$ cat config.mk
export PLATFORM = sky130hd
export DESIGN_NAME = array_reader
export DESIGN_NICKNAME = d
export VERILOG_FILES = /design/src/rtl/array_reader.sv
export SDC_FILE = /design/constraint.sdc
export NUM_CORES = 1
export LEC_CHECK = 0
export ABC_AREA = 0
export ABC_CLOCK_PERIOD_IN_PS = 2600
export CORE_UTILIZATION = 58
export CTS_CLUSTER_SIZE = 8
export DETAILED_ROUTE_END_ITERATION = 7
export DONT_BUFFER_PORTS = 1
export PLACE_DENSITY = 0.8
export SYNTH_ARGS = -nofsm -noshare
export SYNTH_HDL_FRONTEND = slang
export SYNTH_SLANG_ARGS = --single-unit
export TNS_END_PERCENT = 20
$ cat constraint.sdc
create_clock -name clk -period 2.6 [get_ports clk]
set_input_delay 0.52 -clock clk [delete_from_list [all_inputs] [get_ports clk]]
set_output_delay 0.52 -clock clk [all_outputs]
set_load 0.03 [all_outputs]
$ cat src/rtl/array_reader.sv
// Sequential scan reader: sweeps indices 0..DEPTH-1 through a 1-cycle-latency array read port,
// accumulating a checksum. Define ARRAY_READER_CHECK_EN to build the data==index pattern compare.
module array_reader #(
    parameter int DEPTH   = 32,
    parameter int INDEX_W = 6,
    parameter int DATA_W  = 32
) (
    input  logic               clk,
    input  logic               rst,
    input  logic               start,
    output logic [INDEX_W-1:0] readIndex,
    output logic               readEnable,
    input  logic [DATA_W-1:0]  readData,
    output logic               busy,
    output logic               done,
    output logic [DATA_W-1:0]  checksum,
    output logic [INDEX_W:0]   mismatchCount,
    output logic [INDEX_W-1:0] firstMismatch
);

    localparam logic [INDEX_W-1:0] LAST_INDEX = INDEX_W'(DEPTH - 1);

    typedef enum logic [1:0] {
        IDLE,
        ISSUE,
        DRAIN,
        DONE
    } state_t;

    state_t             state_reg, state_next;
    logic [INDEX_W-1:0] index_reg, index_next;
    logic               rd_en_reg, rd_en_next;
    logic               busy_reg, busy_next;
    logic               done_reg, done_next;
    logic               clear_results;
    logic               cap_valid_reg;
    logic [DATA_W-1:0]  checksum_reg;

    always_ff @(posedge clk) begin
        if (rst) begin
            state_reg <= IDLE;
            index_reg <= '0;
            rd_en_reg <= 1'b0;
            busy_reg  <= 1'b0;
            done_reg  <= 1'b0;
        end else begin
            state_reg <= state_next;
            index_reg <= index_next;
            rd_en_reg <= rd_en_next;
            busy_reg  <= busy_next;
            done_reg  <= done_next;
        end
    end

    always_comb begin
        state_next    = state_reg;
        index_next    = index_reg;
        rd_en_next    = rd_en_reg;
        busy_next     = busy_reg;
        done_next     = 1'b0;
        clear_results = 1'b0;
        unique case (state_reg)
            IDLE: begin
                if (start) begin
                    clear_results = 1'b1;
                    state_next    = ISSUE;
                    index_next    = '0;
                    rd_en_next    = 1'b1;
                    busy_next     = 1'b1;
                end
            end
            ISSUE: begin
                // The last index is held rather than wrapped once it has been issued.
                if (index_reg == LAST_INDEX) begin
                    state_next = DRAIN;
                    rd_en_next = 1'b0;
                end else begin
                    index_next = index_reg + 1'b1;
                end
            end
            DRAIN: begin
                state_next = DONE;
                done_next  = 1'b1;
                busy_next  = 1'b0;
            end
            DONE: begin
                state_next = IDLE;
            end
            default: begin
                state_next = IDLE;
            end
        endcase
    end

    // Capture stage: data returned by the array lines up with the delayed read strobe.
    always_ff @(posedge clk) begin
        if (rst) begin
            cap_valid_reg <= 1'b0;
            checksum_reg  <= '0;
        end else begin
            cap_valid_reg <= rd_en_reg;
            if (clear_results) begin
                checksum_reg <= '0;
            end else if (cap_valid_reg) begin
                checksum_reg <= checksum_reg + readData;
            end
        end
    end

`ifdef ARRAY_READER_CHECK_EN
    logic [INDEX_W-1:0] key_reg;
    logic [INDEX_W:0]   mismatch_count_reg;
    logic [INDEX_W-1:0] first_mismatch_reg;

    always_ff @(posedge clk) begin
        if (rst) begin
            key_reg            <= '0;
            mismatch_count_reg <= '0;
            first_mismatch_reg <= '0;
        end else begin
            key_reg <= index_reg;
            if (clear_results) begin
                mismatch_count_reg <= '0;
                first_mismatch_reg <= '0;
            end else if (cap_valid_reg && (readData != DATA_W'(key_reg))) begin
                mismatch_count_reg <= mismatch_count_reg + 1'b1;
                // A zero count means this is the first mismatch of the scan.
                if (mismatch_count_reg == '0) begin
                    first_mismatch_reg <= key_reg;
                end
            end
        end
    end

    assign mismatchCount = mismatch_count_reg;
    assign firstMismatch = first_mismatch_reg;
`else
    assign mismatchCount = '0;
    assign firstMismatch = '0;
`endif

    assign readIndex  = index_reg;
    assign readEnable = rd_en_reg;
    assign busy       = busy_reg;
    assign done       = done_reg;
    assign checksum   = checksum_reg;

endmodule

==> metrics.txt, run 1 <==
cell at the slowest stage of the critical path=sky130_fd_sc_hd__dfxtp_2; Final WS setup=between 0.07 and 0.08 ns; Post-CTS Hold Buffers=0; wire length of the first global-routing pass=around 14 mm; number of remaining DRC errors=0; number of fill cells=~450; Max Cap Violations=0; Power Density=around 700 mW/mm^2; number of routed nets with antenna violations=0; worst ir drop on vdd=approximately 0.00085 V; final design utilization=0.734; num rows=27; critical path capture point type=flop; TritonCTS clock tree=yes; Min-Delay Path Depth=1; f_max=between 300 and 400 MHz; Seq cells post-synth=44; number of flip-flops under the largest register name=32; Synth warnings=0; critical path data arrival time=2.72 ns; Layout area overhead=21.0%; average cell area after synthesis=approximately 8.4 um^2; number of global-route vias before repair=3100; worst-skew pair later-pin latency=around 0.31 ns; critical path startpoint=checksum[1]$_SDFFE_PP0P_; Worst Hold Launch=rst; Post-synth top flop=sky130_fd_sc_hd__dfxtp_1; H-tree level count=2; destination of the worst hold path=done$_SDFF_PP0_; Critical R2R Capture=checksum[31]$_SDFFE_PP0P_; data required time of the worst path=~2.8 ns; clock buffer depth=2; ratio of cells with drive above 1 in the final layout=0.238; sequential fraction of the synthesis area=0.261; core box area=between 0.005 and 0.006 mm^2; setup slack on the worst flop-to-flop path=roughly 0.073 ns; Slew headroom=0.618; RSZ-0062 raised after global routing=true; transition time at the pin with the least slew margin=around 0.57 ns; antenna violations before repair=0; number of violations reported at the end of detailed-routing iteration 0=142; Netlist cell types=between 60 and 70; worst min-delay path class=input port to flop; Root Buffer Master=sky130_fd_sc_hd__clkbuf_8; Final Wtd Congestion=0.854; Final Routed Wirelength=approximately 8.3 mm; placed wire-length estimate after detailed placement=6.34 mm; Hold Violations, Final=0; Total Routing Usage GR=0.280; status=finished clean; Max Slew Vio Count=0; IO Count=89; category of the most critical setup path=flop to flop; pre-CTS worst setup slack=-0.269 ns; top cells by area in the synthesized netlist=sky130_fd_sc_hd__dfxtp_1 26%, sky130_fd_sc_hd__ha_1 13%, sky130_fd_sc_hd__mux2i_1 5.6%; average detailed-routed wire length per instance=approximately 15 um; crit start category=flop; EDFF count, synth=0; port bufs=0; effective utilization at floorplan=0.607; Critical R2R Launch=checksum[1]$_SDFFE_PP0P_; fin nets=between 500 and 600; async set or reset register ratio after synthesis=0; width of the die=between 70 and 80 um; y dimension of the die=between 70 and 80 um; number of vias after detailed routing=~3100; fraction of synthesized cell area taken by the top area cell type=0.261; number of diodes=0; Cell Area, Synth=0.00338 mm^2; Sinks on Clock Net=44; total gr overflow=0; final critical path time including I/O delays and setup=roughly 2.5 ns; via density per instance=about 5.8; DR pass1 iterations=4; pin count of the biggest net entering global routing=31; cell depth of the worst flop-to-flop path=10; crit-path cells=ha_4 -> a211o_1 -> a211oi_4 -> nor4b_4 -> o21a_1 -> o2111a_2 -> o31ai_4 -> a22o_2 -> nand3_1 -> nor3b_2; worst clock skew=slightly below 0.007 ns; Slowest Stage Delay on Critical Path=about 0.35 ns; cts bufs inserted=5; period utilisation layout=0.972; leakage power figure=~1.8 nW; Post-Route Setup TNS=0 ns; maximum fanout along the worst path=3; gate count after technology mapping=between 400 and 500; cell taking the most area after synthesis=sky130_fd_sc_hd__dfxtp_1; full die area=between 0.006 and 0.007 mm^2; count of endpoints failing setup in the final report=0; clock-pin slew of the registers on the worst-case setup and hold paths=0.09 ns
[power breakdown]
part | switching (W) | internal [W]
clock | 0.000265 | 0.000285
combinational | 0.000766 | 0.000555
sequential | 0.000139 | 0.000773
total | 0.00117 | 0.00161
[synthesized netlist by cell type, drive strengths merged, types with 2 or more instances]
| library cell | number |
|---|---|
| a21boi | 2 |
| inv | 5 |
| a21o | 14 |
| ha | 35 |
| o21bai | 4 |
| and3 | 2 |
| and2 | 2 |
| o21a | 5 |
| o31ai | 2 |
| o22ai | 3 |
| o21ai | 27 |
| a211oi | 10 |
| o211ai | 2 |
| nand3 | 17 |
| nor2 | 49 |
| a21oi | 30 |
| xnor2 | 16 |
| nand2 | 25 |
| or2 | 3 |
| a22oi | 2 |
| clkbuf | 5 |
| and2b | 2 |
| dfxtp | 44 |
| nand4 | 6 |
| nor2b | 4 |
| buf | 23 |
| nor3 | 3 |
| xor2 | 15 |
| nand2b | 7 |
| mux2i | 19 |
[how the worst max path moves through the flow]
stage / end / slack, ns / cells past startpoint
2_1_floorplan: checksum[31]$_SDFFE_PP0P_ / -0.04 / 10
3_5_place_dp: checksum[30]$_SDFFE_PP0P_ / -0.27 / 11
3_3_place_gp: checksum[30]$_SDFFE_PP0P_ / -0.20 / 11
4_1_cts: checksum[31]$_SDFFE_PP0P_ / 0.001 / 10
5_1_grt: checksum[30]$_SDFFE_PP0P_ / -0.06 / 11
6_report: checksum[31]$_SDFFE_PP0P_ / 0.07 / 10
[worst max-delay path, delay by kind of cell, from the launching register on]
kind,cells,cell delay (ns)
AOI/OAI and AO/OA,6,1.51
adders and majority gates,1,0.24
DFF,1,0.35
and+or+nand+nor,3,0.31
[area by class of cell]
class                           count  area [um^2]  area share
Inverter                            6         22.5     0.00550
Sequential cell                    44          886       0.217
Clock buffer                        5         68.8      0.0168
Multi-Input combinational cell    337         2410       0.589
Timing Repair Buffer               76          571       0.139
Tap cell                           72         90.1      0.0220
Clock inverter                      3         42.5      0.0104
[repair_timing]
| item | 4_1_cts | 5_1_grt |
|---|---|---|
| gates resized for setup | 0 | 10 |
| setup endpoints to repair | 4 | 8 |
| endpoints found under the hold margin | 0 | 0 |
| setup buffers | 1 | 5 |
| pin swaps | 4 | 13 |
[through the flow]
stage / cell area (um^2) / hold slack, ns / cells / total power [W]
floorplan: 3470 / 0.453 / 415 / 0.00189
global placement: 3900 / 0.458 / 529 / 0.00217
detailed placement: 3900 / 0.471 / 529 / 0.00221
CTS: 4020 / 0.263 / 538 / 0.00277
global route: 4090 / 0.263 / 543 / 0.00297
finish: 4090 / 0.269 / 543 / 0.00278
[cells in the final DEF, fill, tap and decap left out, types with 5 or more instances in the layout]
master | netlist | layout
sky130_fd_sc_hd__a211oi_1 | 8 | 6
sky130_fd_sc_hd__a21o_1 | 14 | 14
sky130_fd_sc_hd__a21oi_1 | 29 | 26
sky130_fd_sc_hd__buf_4 | 16 | 76
sky130_fd_sc_hd__clkbuf_8 | 0 | 5
sky130_fd_sc_hd__conb_1 | 1 | 13
sky130_fd_sc_hd__dfxtp_1 | 44 | 40
sky130_fd_sc_hd__ha_1 | 35 | 30
sky130_fd_sc_hd__inv_1 | 5 | 5
sky130_fd_sc_hd__mux2i_1 | 19 | 19
sky130_fd_sc_hd__nand2_1 | 25 | 25
sky130_fd_sc_hd__nand2b_1 | 7 | 7
sky130_fd_sc_hd__nand3_1 | 17 | 17
sky130_fd_sc_hd__nand4_1 | 6 | 6
sky130_fd_sc_hd__nor2_1 | 49 | 49
sky130_fd_sc_hd__o21a_1 | 5 | 5
sky130_fd_sc_hd__o21ai_0 | 25 | 25
sky130_fd_sc_hd__xnor2_1 | 16 | 16
sky130_fd_sc_hd__xor2_1 | 15 | 15
[logic make-up after synthesis]
family | after synthesis | share of synthesized area
buf+inv | 34 | 0.0633
mux | 19 | 0.0563
compound gates | 113 | 0.225
fa+ha+maj | 36 | 0.135
flops | 44 | 0.261
simple gates | 125 | 0.178
other cells | 1 | 0.00111
xor+xnor | 31 | 0.0803
[metal layers]
| layer | global-route usage | vias up | wire (um) |
|---|---|---|---|
| li1 | - | 1563 | - |
| met1 | 0.316 | 1470 | 3480 |
| met2 | 0.497 | 98 | 4210 |
| met3 | 0.0651 | 14 | 475 |
| met4 | 0.126 | 0 | 129 |
| met5 | 0 | - | 0 |
No activity file was read; power rests on OpenSTA's default activity.
==> inputs of run 2 (changes only) <==
--- a/config.mk
+++ b/config.mk
@@ -6,8 +6,8 @@
 export NUM_CORES = 1
 export LEC_CHECK = 0
 export ABC_AREA = 0
-export ABC_CLOCK_PERIOD_IN_PS = 2600
-export CORE_UTILIZATION = 58
+export ABC_CLOCK_PERIOD_IN_PS = 2900
+export CORE_UTILIZATION = 60
 export CTS_CLUSTER_SIZE = 8
 export DETAILED_ROUTE_END_ITERATION = 7
 export DONT_BUFFER_PORTS = 1
==> constraint.sdc (replaced) <==
create_clock -name clk -period 2.9 [get_ports clk]
set_input_delay 0.58 -clock clk [delete_from_list [all_inputs] [get_ports clk]]
set_output_delay 0.58 -clock clk [all_outputs]
set_load 0.03 [all_outputs]
==> run 2 against run 1 <==
Compared with the run above: global-route usage down 1.2 points; combinational power fell by 16%; via count shrank 1.7%; clock-buffer cell count unchanged; fmax shrank 5.3%; power fell by 15%; critical endpoint unchanged; largest cell class unchanged; largest power group unchanged.
==> metrics.txt, run 2 (synthesis results as in run 1) <==
status=finished clean; Final Wtd Congestion=0.883 (+3.4%); effective utilization at floorplan=0.642 (+0.0350); pin count of the biggest net entering global routing=31 (unchanged); full die area=0.00594 mm^2 (-3.2%); DR pass1 iterations=5 (+1); f_max=375 MHz (-5.3%); Root Buffer Master=sky130_fd_sc_hd__clkbuf_8; number of violations reported at the end of detailed-routing iteration 0=202 (+42%); via density per instance=6.00 (+3.6%); critical path capture point type=flop; ratio of cells with drive above 1 in the final layout=0.160 (-0.0782); worst min-delay path class=input port to flop; width of the die=77.1 um (-1.6%); Layout area overhead=12.5%; clock buffer depth=2 (unchanged); number of flip-flops under the largest register name=32 (unchanged); Slew headroom=0.450 (-0.168); Pwr Total=0.00236 W (-15%); Final Routed Wirelength=7.89 mm (-4.9%); average detailed-routed wire length per instance=15.3 um (+0.30%); H-tree level count=2 (unchanged); fin nets=515 (-4.8%); TritonCTS clock tree=yes; data required time of the worst path=3.10 ns (+0.31 ns); setup slack on the worst flop-to-flop path=0.23 ns (+0.16 ns); worst ir drop on vdd=0.000572 V (-33%); cell depth of the worst flop-to-flop path=10 (unchanged); port bufs=0 (unchanged); Post-CTS Hold Buffers=0 (unchanged); Hold Violations, Final=0 (unchanged); final critical path time including I/O delays and setup=2.67 ns (+0.142 ns); Min-Delay Path Depth=1 (unchanged); number of routed nets with antenna violations=0 (unchanged); leakage power figure=1.71 nW (-7.4%); RSZ-0062 raised after global routing=false; critical path data arrival time=2.87 ns (+0.15 ns); crit start category=flop; total gr overflow=0 (unchanged); Seq. cell area=881 um^2 (-0.56%); Sinks on Clock Net=44 (unchanged); highest-count cells in the layout ignoring fill and taps=50 x sky130_fd_sc_hd__buf_4, 49 x sky130_fd_sc_hd__nor2_1, 44 x sky130_fd_sc_hd__dfxtp_1, 35 x sky130_fd_sc_hd__ha_1, 29 x sky130_fd_sc_hd__a21oi_1; number of remaining DRC errors=0 (unchanged); clock-pin slew of the registers on the worst-case setup and hold paths=0.10 ns (about the same); antenna violations before repair=0 (unchanged); worst-skew pair later-pin latency=0.30 ns (about the same); IO Count=89 (unchanged); transition time at the pin with the least slew margin=0.825 ns (+0.254 ns); number of fill cells=420 (-7.3%); cts bufs inserted=5 (unchanged); num rows=26 (-3.7%); wire length of the first global-routing pass=13.1 mm (-4.7%); category of the most critical setup path=flop to flop; most common cell after layout, fill and taps aside=sky130_fd_sc_hd__buf_4; Total Routing Usage GR=0.268 (-0.0121); Max Slew Vio Count=0 (unchanged); number of global-route vias before repair=2953 (-4.7%); number of vias after detailed routing=3090 (-1.7%); area of all placed cells without fillers=0.00380 mm^2 (-7.0%); Power Density=619 mW/mm^2 (-9.0%); post-place instance area=0.00368 mm^2 (-5.5%); y dimension of the die=77.1 um (-1.6%); maximum fanout along the worst path=4 (+1); worst clock skew=0.00414 ns (-0.00266 ns); multi-input logic area=0.00234 mm^2 (-2.8%); period utilisation layout=0.920 (-0.0515); Max Cap Violations=0 (unchanged); placed wire-length estimate after detailed placement=6.04 mm (-4.7%); count of endpoints failing setup in the final report=0 (unchanged); core box area=0.00527 mm^2 (-5.5%); number of diodes=0 (unchanged); final design utilization=0.722 (-0.0120)
-- run 2: critical path, stage by stage (launching register included) --
cell                       delay (ns)
sky130_fd_sc_hd__dfxtp_1         0.33
sky130_fd_sc_hd__ha_1            0.32
sky130_fd_sc_hd__a21oi_1         0.22
sky130_fd_sc_hd__o21ai_0         0.19
sky130_fd_sc_hd__a211oi_1        0.37
sky130_fd_sc_hd__nand3_1         0.17
sky130_fd_sc_hd__o2111a_2        0.31
sky130_fd_sc_hd__o31ai_4         0.22
sky130_fd_sc_hd__a22o_2          0.21
sky130_fd_sc_hd__nand3_1         0.07
sky130_fd_sc_hd__nor3b_2         0.17
-- run 2: final timing paths --
check / from / endpoint
hold reg to reg: state_reg[1]$_SDFFE_PP0P_ / state_reg[1]$_SDFFE_PP0P_
setup / recovery: checksum[20]$_SDFFE_PP0P_ / checksum[31]$_SDFFE_PP0P_
setup reg to reg: checksum[20]$_SDFFE_PP0P_ / checksum[31]$_SDFFE_PP0P_
hold / removal: rst / readIndex[1]$_SDFFE_PP0P_
-- run 2: per-layer routing --
layer	GRT usage	vias to the layer above	wire length, um
met5	0	-	0
met4	0.0887	0	167
met3	0.0631	16	471
met2	0.463	100	3740
met1	0.325	1469	3510
li1	-	1505	-
-- run 2: area by class of cell --
class / instances / share of cell area
clock inverters: 3 / 0.00691
well taps: 70 / 0.0230
clock buffers: 5 / 0.0181
repair buffers: 50 / 0.0987
flip-flops and latches: 44 / 0.232
multi-input cells: 337 / 0.616
inverters: 6 / 0.00592
-- run 2: repair_timing --
action,4_1_cts,5_1_grt
buffers inserted,0,2
gates resized for setup,0,2
setup endpoints to repair,0,5
-- run 2: metrics by stage --
step                std cells  TNS [ns]  worst slack (ns)  hold WS (ns)
floorplan                 415         0            0.0316         0.453
global placement          505    -0.203            -0.104         0.459
detailed placement        505    -0.456            -0.165         0.477
CTS                       513         0            0.0918         0.327
global route              515         0            0.0168         0.315
finish                    515         0             0.231         0.330
-- run 2: report_power, final --
group          switching, W  internal (W)  total [W]
logic              0.000655      0.000452    0.00111
registers          0.000133      0.000692   0.000825
clock network      0.000247      0.000178   0.000425
